**config.mk**
```make
export PLATFORM = sky130hd
export DESIGN_NAME = id_issue_stage
export DESIGN_NICKNAME = d
export VERILOG_FILES = /design/src/rtl/id_issue_stage_pkg.sv /design/src/rtl/id_issue_stage_regfile.sv /design/src/rtl/id_issue_stage.sv
export SDC_FILE = /design/constraint.sdc
export NUM_CORES = 2
export LEC_CHECK = 0
export CORE_UTILIZATION = 50
export DETAILED_ROUTE_END_ITERATION = 6
export GPL_TIMING_DRIVEN = 0
export PLACE_DENSITY_LB_ADDON = 0.15
export REMOVE_ABC_BUFFERS = 1
export SLEW_MARGIN = 25
export SYNTH_ARGS = -nofsm -noshare
export SYNTH_HDL_FRONTEND = slang
export SYNTH_SLANG_ARGS = --single-unit
```
**constraint.sdc**
```tcl
create_clock -name clk -period 5.05 [get_ports clk]
set_clock_uncertainty 0.1 [all_clocks]
set_input_delay 0.505 -clock clk [delete_from_list [all_inputs] [get_ports clk]]
set_output_delay 0.505 -clock clk [all_outputs]
set_load 0.01 [all_outputs]
```
**src/rtl/id_issue_stage_pkg.sv**
```systemverilog
// Shared decode constants and ALU op encodings for the issue stage and execution unit.
// Latency: n/a (types and constants only).
// Backpressure: n/a.
package id_issue_stage_pkg;

  localparam int XLEN = 64;
  localparam int NREG = 32;

  // ALU operation encoding, shared with the execution unit
  typedef enum logic [3:0] {
    ALU_ADD  = 4'd0,
    ALU_SUB  = 4'd1,
    ALU_AND  = 4'd2,
    ALU_OR   = 4'd3,
    ALU_XOR  = 4'd4,
    ALU_SRL  = 4'd5,
    ALU_SLL  = 4'd6,
    ALU_SRA  = 4'd7,
    ALU_SLT  = 4'd8,
    ALU_SLTU = 4'd9
  } alu_op_e;

  localparam logic [6:0] OPC_OP    = 7'b0110011;
  localparam logic [6:0] OPC_OPIMM = 7'b0010011;

  localparam logic [2:0] F3_ADD_SUB = 3'b000;
  localparam logic [2:0] F3_SLL     = 3'b001;
  localparam logic [2:0] F3_SLT     = 3'b010;
  localparam logic [2:0] F3_SLTU    = 3'b011;
  localparam logic [2:0] F3_XOR     = 3'b100;
  localparam logic [2:0] F3_SRL_SRA = 3'b101;
  localparam logic [2:0] F3_OR      = 3'b110;
  localparam logic [2:0] F3_AND     = 3'b111;

  localparam logic [6:0] F7_BASE = 7'b0000000;
  localparam logic [6:0] F7_ALT  = 7'b0100000;

  // Upper six bits of a shift-immediate (bit 25 belongs to the 6-bit shamt)
  localparam logic [5:0] SHIFT_HI_BASE = 6'b000000;
  localparam logic [5:0] SHIFT_HI_SRA  = 6'b010000;

  // One-hot register mask; x0 maps to an empty mask so it can never be marked busy
  function automatic logic [NREG-1:0] reg_onehot(input logic [4:0] r);
    logic [NREG-1:0] m;
    m = '0;
    if (r != 5'd0) m[r] = 1'b1;
    return m;
  endfunction

endpackage

```
**src/rtl/id_issue_stage_regfile.sv**
```systemverilog
// 32x64 integer register file: two combinational read ports, one write port, x0 hardwired to 0.
// Latency: reads are combinational; a same-cycle writeback is forwarded to the readers.
// Backpressure: none, every write is accepted (writes are dropped while rst is high).
module regfile_32x64
  import id_issue_stage_pkg::*;
(
  input  logic            clk,
  input  logic            rst,
  input  logic [4:0]      rs1,
  input  logic [4:0]      rs2,
  output logic [XLEN-1:0] rs1_data,
  output logic [XLEN-1:0] rs2_data,
  input  logic            wb_en,
  input  logic [4:0]      wb_rd,
  input  logic [XLEN-1:0] wb_data
);

  logic [XLEN-1:0] regs [NREG];

  // Write port: reset clears every entry, x0 is never written
  always_ff @(posedge clk) begin
    if (rst) begin
      for (int i = 0; i < NREG; i++) regs[i] <= '0;
    end else if (wb_en && wb_rd != 5'd0) begin
      regs[wb_rd] <= wb_data;
    end
  end

  // Read ports with write-through bypass so a same-cycle writeback is visible
  always_comb begin
    rs1_data = '0;
    rs2_data = '0;
    if (rs1 != 5'd0) rs1_data = (wb_en && wb_rd == rs1) ? wb_data : regs[rs1];
    if (rs2 != 5'd0) rs2_data = (wb_en && wb_rd == rs2) ? wb_data : regs[rs2];
  end

endmodule

```
**src/rtl/id_issue_stage.sv**
```systemverilog
// Decode/issue stage: decodes RV64 integer ALU ops, reads operands, blocks on scoreboard hazards.
// Latency: one cycle from accept to a registered bundle on ex_valid.
// Backpressure: in_ready drops on a hazard or while a bundle waits on ex_ready; the bundle holds stable.
module id_issue_stage
  import id_issue_stage_pkg::*;
(
  input  logic            clk,
  input  logic            rst,
  input  logic            in_valid,
  output logic            in_ready,
  input  logic [31:0]     instr,
  input  logic            wb_en,
  input  logic [4:0]      wb_rd,
  input  logic [XLEN-1:0] wb_data,
  output logic            ex_valid,
  input  logic            ex_ready,
  output logic [XLEN-1:0] a,
  output logic [XLEN-1:0] b,
  output logic [XLEN-1:0] imm,
  output logic [3:0]      op,
  output logic            alusrc,
  output logic [4:0]      rd,
  output logic            reg_write,
  output logic            illegal
);

  logic [6:0]      opcode;
  logic [2:0]      funct3;
  logic [6:0]      funct7;
  logic [4:0]      rs1_idx, rs2_idx, rd_idx;
  logic [XLEN-1:0] rs1_data, rs2_data;

  alu_op_e         dec_op;
  logic            dec_legal;
  logic            dec_itype;
  logic [XLEN-1:0] dec_imm;

  logic [NREG-1:0] busy;
  logic [NREG-1:0] busy_eff;
  logic [NREG-1:0] clr_mask, set_mask;
  logic            is_rtype, hazard, accept;

  assign opcode  = instr[6:0];
  assign rd_idx  = instr[11:7];
  assign funct3  = instr[14:12];
  assign rs1_idx = instr[19:15];
  assign rs2_idx = instr[24:20];
  assign funct7  = instr[31:25];

  regfile_32x64 u_regfile (
    .clk      (clk),
    .rst      (rst),
    .rs1      (rs1_idx),
    .rs2      (rs2_idx),
    .rs1_data (rs1_data),
    .rs2_data (rs2_data),
    .wb_en    (wb_en),
    .wb_rd    (wb_rd),
    .wb_data  (wb_data)
  );

  // Decode opcode/funct fields into an ALU op, legality and the immediate
  always_comb begin
    dec_op    = ALU_ADD;
    dec_legal = 1'b0;
    dec_itype = 1'b0;
    dec_imm   = '0;
    case (opcode)
      OPC_OP: begin
        if (funct7 == F7_BASE) begin
          dec_legal = 1'b1;
          case (funct3)
            F3_ADD_SUB: dec_op = ALU_ADD;
            F3_SLL:     dec_op = ALU_SLL;
            F3_SLT:     dec_op = ALU_SLT;
            F3_SLTU:    dec_op = ALU_SLTU;
            F3_XOR:     dec_op = ALU_XOR;
            F3_SRL_SRA: dec_op = ALU_SRL;
            F3_OR:      dec_op = ALU_OR;
            default:    dec_op = ALU_AND;
          endcase
        end else if (funct7 == F7_ALT && funct3 == F3_ADD_SUB) begin
          dec_legal = 1'b1;
          dec_op    = ALU_SUB;
        end else if (funct7 == F7_ALT && funct3 == F3_SRL_SRA) begin
          dec_legal = 1'b1;
          dec_op    = ALU_SRA;
        end
      end
      OPC_OPIMM: begin
        dec_itype = 1'b1;
        dec_imm   = {{(XLEN-12){instr[31]}}, instr[31:20]};
        case (funct3)
          F3_ADD_SUB: begin dec_legal = 1'b1; dec_op = ALU_ADD;  end
          F3_SLT:     begin dec_legal = 1'b1; dec_op = ALU_SLT;  end
          F3_SLTU:    begin dec_legal = 1'b1; dec_op = ALU_SLTU; end
          F3_XOR:     begin dec_legal = 1'b1; dec_op = ALU_XOR;  end
          F3_OR:      begin dec_legal = 1'b1; dec_op = ALU_OR;   end
          F3_AND:     begin dec_legal = 1'b1; dec_op = ALU_AND;  end
          F3_SLL: begin
            dec_imm   = {{(XLEN-6){1'b0}}, instr[25:20]};
            dec_legal = (instr[31:26] == SHIFT_HI_BASE);
            dec_op    = dec_legal ? ALU_SLL : ALU_ADD;
          end
          default: begin
            dec_imm = {{(XLEN-6){1'b0}}, instr[25:20]};
            if (instr[31:26] == SHIFT_HI_BASE) begin
              dec_legal = 1'b1;
              dec_op    = ALU_SRL;
            end else if (instr[31:26] == SHIFT_HI_SRA) begin
              dec_legal = 1'b1;
              dec_op    = ALU_SRA;
            end
          end
        endcase
      end
      default: ;
    endcase
  end

  // Hazard check: a busy bit being retired this cycle no longer blocks issue
  always_comb begin
    clr_mask = wb_en ? reg_onehot(wb_rd) : '0;
    busy_eff = busy & ~clr_mask;
    is_rtype = (opcode == OPC_OP);
    hazard   = busy_eff[rs1_idx] | (is_rtype & busy_eff[rs2_idx]) | busy_eff[rd_idx];
    in_ready = !hazard && (!ex_valid || ex_ready);
    accept   = in_valid && in_ready;
    set_mask = (accept && dec_legal) ? reg_onehot(rd_idx) : '0;
  end

  // Scoreboard: set applied after clear so an accept to the retiring rd keeps it busy
  always_ff @(posedge clk) begin
    if (rst) busy <= '0;
    else     busy <= (busy & ~clr_mask) | set_mask;
  end

  // Issue bundle register; illegal instructions issue as a harmless ADD with no writeback
  always_ff @(posedge clk) begin
    if (rst) begin
      ex_valid  <= 1'b0;
      a         <= '0;
      b         <= '0;
      imm       <= '0;
      op        <= 4'd0;
      alusrc    <= 1'b0;
      rd        <= 5'd0;
      reg_write <= 1'b0;
      illegal   <= 1'b0;
    end else if (accept) begin
      ex_valid  <= 1'b1;
      a         <= rs1_data;
      b         <= (dec_legal && !dec_itype) ? rs2_data : '0;
      imm       <= (dec_legal && dec_itype) ? dec_imm : '0;
      op        <= dec_op;
      alusrc    <= dec_legal && dec_itype;
      rd        <= rd_idx;
      reg_write <= dec_legal;
      illegal   <= !dec_legal;
    end else if (ex_ready) begin
      ex_valid  <= 1'b0;
    end
  end

endmodule

```
# After elaboration in Yosys (flattened, before gate mapping)
# Memory sizes are Yosys's and may differ from the RTL's.
# Index checks and enable logic that the tools add are counted.
# W data, S select, Z words.
[word_totals]
regBits = 237
ram_bits = 2048
memories = 1
[memory_table]
columns = ["memory", "words", "word_bits", "rd", "rd_clocked_by_memory_dff", "wr", "line", "source"]
rows = [
  ["u_regfile.regs", 32, 64, 2, 0, 32, "id_issue_stage_regfile.sv:18", "logic [XLEN-1:0] regs [NREG];"],
]
[op_classes]
magnitude_cmp = 6
eq_ne = 13
muxes = 49
n_bitwise = 6
n_reduce_logical = 27
[op_table]
columns = ["cell", "count"]
rows = [
  ["$mux W64", 9],
  ["$mux W32", 4],
  ["$reduce_or A64 Y1", 1],
  ["$pmux W4 S7", 2],
  ["$and A32 B32 Y32", 1],
  ["$not A32 Y32", 1],
  ["$or A32 B32 Y32", 1],
  ["$lt A5 B6 Y1 const B", 4],
  ["$reduce_bool A5 Y1", 4],
  ["$mux W1", 19],
  ["$bmux W1 S5", 3],
  ["$mux W3", 5],
  ["$eq A7 B6 Y1 const B", 2],
  ["$eq A3 B3 Y1 const B", 4],
  ["$logic_and A1 B1 Y1", 12],
  ["$demux W1 S5", 2],
  ["$eq A5 B5 Y1", 2],
  ["$ge A5 B1 Y1 const B", 2],
  ["$pmux W4 S2", 1],
  ["$eq A7 B5 Y1 const B", 1],
  ["$logic_not A7 Y1", 1],
  ["$eq A3 B2 Y1 const B", 2],
  ["$eq A6 B5 Y1 const B", 1],
  ["$logic_not A6 Y1", 1],
  ["11 further kinds", 16],
]

# Depth between registers and ports, before layout
[depth]
ltp_word = 19
ltp_mapped = 12
depth_no_buf = 7

# Cells and area by module
# From an unflattened synthesis, not the netlist that was laid out.
[unflattened]
hier_cells = 8182
hier_area_um2 = 117712.9
[by_module_without_submodules]
columns = ["mod", "instances", "cells_each", "area_per_inst_um2", "seq_area_each_um2"]
rows = [
  ["regfile_32x64", 1, 6952, 108029.9, 61499.0],
  ["id_issue_stage", 1, 1230, 9683.0, 3703.6],
]

# Least setup slack after synthesis
# No wires, ideal clock.
[synth_timing]
path_kind = "input to register"
startpoint = "input port wb_rd[0]"
endpoint = "memory u_regfile.regs[14][0] (enable)"
setup_time_ns = 0.499
arrival_ns = 4.127
slack_ns = 0.324
stages = 4
path_cell_list = "buf_2 nand2b_1 clkbuf_1 o21bai_1"
[synth_rtl]
columns = ["item", "line", "source"]
rows = [
  ["start, declared", "id_issue_stage.sv:13", "input logic [4:0] wb_rd,"],
  ["end, declared", "id_issue_stage_regfile.sv:18", ""],
]

==> results.sh <==
export IMPL_hold_viol_final=0
export IMPL_cts_root_buf="clkbuf_16"
export IMPL_outcome="completed"
export IMPL_drt_pass1_iterations=5
export IMPL_setup_viol=0
export IMPL_crit_chain="dlygate4sd3_1, buf_8, buf_16, nor2b_1, nand3_4, buf_12, nor3_2, buf_4, buf_4, buf_4, buf_6, buf_4, or2_4, buf_12, buf_12"
export IMPL_vdd_ir_drop_max_mv=0.2959
export IMPL_syn_inst=7702
export IMPL_grt_ovfl_total=0
export IMPL_synth_avg_cell_area_um2=15.37
export IMPL_sw_frac_of_total_pct=24.77
export IMPL_hold_path_end="u_regfile.regs[16][54]"
export IMPL_slew_headroom_pct=28.58
export IMPL_reg2reg_depth=9
export IMPL_cts_tree="done"
export IMPL_synth_seq_cells=2233
export IMPL_crit_top_cell="buf_4"
export IMPL_grt_pass1_vias=75970
export IMPL_synth_top_area_cell="edfxtp_1"
export IMPL_routed_wl_um=407900
export IMPL_design_area_mm2=0.1382
export IMPL_hp_class="in2reg"
export IMPL_syn_to_final_growth_pct=16.79
export IMPL_netlist_area_leader_share_pct=51.96
export IMPL_ys_types=78
export IMPL_viasPerCell=6.831
export IMPL_power_density_mw_per_mm2=325.8
export IMPL_r2r_end="a[12]"
export IMPL_cp_data_arrival_time_ns=5.42
export IMPL_cts_buffer_depth=3
export IMPL_cts_buffers=239
export IMPL_hp_start="wb_rd[3]"
export IMPL_cts_clk_slew_worst_paths_ns=0.06
export IMPL_drc_errors=0
export IMPL_fin_nets=7925
export IMPL_h_tree_depth=4
export IMPL_critPathMaxFanout=104
export IMPL_holdPathStages=2
export IMPL_die_y_um=488.5
export IMPL_start_util_pct=50.32
export IMPL_drive_above_1_share_pct=26.82
export IMPL_grt_pass1_wl_um=571700
export IMPL_cp_slowest_cell="nand3_4"
export IMPL_synthesis_area_mm2=0.1183
export IMPL_clk_latency_ns=0.91
export IMPL_gp_congestion=0.8219
export IMPL_worstSetupStartpointType="primary input"
export IMPL_die_area_mm2=0.2386
export IMPL_r2r_start="busy[23]"
export IMPL_tightest_slew_ns=1.070
export IMPL_drt_iter0_drc=11590
export IMPL_worstSetupEndpointType="flip-flop"
export IMPL_r2r_slack_ns=1.64
export IMPL_portBuffers=311
export IMPL_clock_sinks=2233
export IMPL_layout_common_cells="2048 x edfxtp_1, 1769 x and2_1, 1256 x mux4_2, 288 x clkdlybuf4s50_1, 256 x mux2i_1"
export IMPL_power_leakage_uw=0.04717
export IMPL_slowest_delay_ns=0.58
export IMPL_rsz0062_at_grt="no"
export IMPL_finalCritPeriodShare_pct=98.00
export IMPL_io_pins=312
export IMPL_routedWlPerCell_um=36.44
export IMPL_num_vias=76460
export IMPL_clock_fmax_mhz=202.1
export IMPL_worst_setup_path_type="in2reg"
export IMPL_holdWs_ns=0.08838
export IMPL_async_reset_ff_share_pct=0
export IMPL_yosysSeqAreaShare_pct=55.09
export IMPL_p_sw_uw=11160
export IMPL_cap_violations=0
export IMPL_synth_edf_count=2048
export IMPL_antenna_left=0
export IMPL_finalMaxSlewViolations=0
export IMPL_hpwl_um=270400
export IMPL_yosysWarnings=0
export IMPL_chipWidth_um=488.5
export IMPL_cp_data_required_time_ns=5.53
export IMPL_final_common_cell="edfxtp_1"
export IMPL_core_area_mm2=0.2352
export IMPL_period_needed_ns=4.949
export IMPL_rows=178
export IMPL_intPower_uw=33880
export IMPL_antenna_found_initial=34
export IMPL_power_frac_comb_pct=12.8
export IMPL_p_seq_share_pct=48.1
export IMPL_grt_max_degree=105
export IMPL_yosys_most_used_dff="edfxtp_1"
export IMPL_placed_cell_area_mm2=0.1304
export IMPL_grt_use_total_pct=34.28
export IMPL_clockPowerShare_pct=39.1
export IMPL_netlist_top_cells_area="edfxtp_1 52%, mux4_2 24%, and2_1 9.4%"
## per-stage QoR
stage | worst slack (ns) | setup TNS (ns) | instances | util, % | total power [µW]
after global routing | 0.03205 | 0 | 11180 | 58.76 | 46050
after CTS | 0.09940 | 0 | 11170 | 58.76 | 45060
after floorplan | -5.151 | -957.48 | 6843 | - | 24860
final | 0.1008 | 0 | 11190 | 58.77 | 45030
after detailed placement | -0.7450 | -189.63 | 10720 | 55.46 | 27720
after global placement | -54.10 | - | 10300 | 51.76 | 31140
## how the worst max path moves through the flow
stage,startpoint,end,slack (ns),depth (start not counted)
after floorplan,instr[22],alusrc,-5.15,5
after global placement,instr[20],b[36],-54.10,5
after detailed placement,wb_en,a[12],-0.75,11
after CTS,wb_rd[1],in_ready,0.1,8
after global routing,wb_en,in_ready,0.03,8
final,rst,u_regfile.regs[7][21],0.10,15
## synthesized netlist by cell type (59+ instances only)
master	count
o211ai_1	133
buf_2	93
buf_4	59
edfxtp_1	2048
nor3_1	170
and2_1	1769
clkbuf_1	657
mux2i_1	256
mux4_2	1256
buf_1	99
nand2_1	223
nand3_1	65
nor4_1	74
nand2b_1	171
dfxtp_1	185
nor2_1	75
## worst max-delay path: cells and delay by family
family        cells  cell delay [ns]
simple gates      4             1.63
buf+inv          11             3.04
## cells by family after synthesis
kind of cell | synth area share, %
muxes | 26.28
xor gates and xnor gates | 0.08881
DFF | 55.09
and+or+nand+nor | 13.17
AOI/OAI and AO/OA | 1.977
buffers and inverters | 3.397
other | 0.003169
## area by class of cell
class	instances	area [µm²]
Clock inverter	114	1041
Multi-Input combinational cell	4579	49870
Clock buffer	329	6658
Inverter	31	126.4
Tap cell	3150	3941
Fill cell	17800	96960
Sequential cell	2233	65200
Timing Repair Buffer	735	11330
Antenna cell	22	55.05
## repair_timing
item / in CTS / in global routing
pin swaps: 1 / 0
resized for setup: 5 / 3
hold buffers: 2 / 0
buffers inserted: 3 / 0
setup endpoints to repair: 1 / 1
endpoints found under the hold margin: 6 / 0
cloned: 0 / 0
## sequential cells by signal, indices dropped and copies added (netlist names)
signal,flops
rd,5
alusrc,1
op,4
imm,12
u_regfile.regs,2048
busy,32
illegal,1
ex_valid,1
reg_write,1
b,64
a,64
## power by group through the flow
stage	Combinational, µW	Clock (µW)	Sequential [µW]
3_5_place_dp	5710	0	22000
6_report	5760	17600	21600
3_3_place_gp	9110	0	22000
2_1_floorplan	2970	0	21900
5_1_grt	5960	18300	21700
4_1_cts	5730	17700	21600
## metal layers
metal  share of wire (%)  global-route usage, %  vias to the layer above  wire, µm
met4                 4.9                  15.10                       16     20010
met3                  12                  7.333                     1088     46910
li1                    -                      -                    30010         -
met1                  37                  45.91                    39830    149100
met5               0.021                      0                        -        87
met2                  47                  54.09                     5516    191700
No activity file was read; power rests on OpenSTA's default activity.
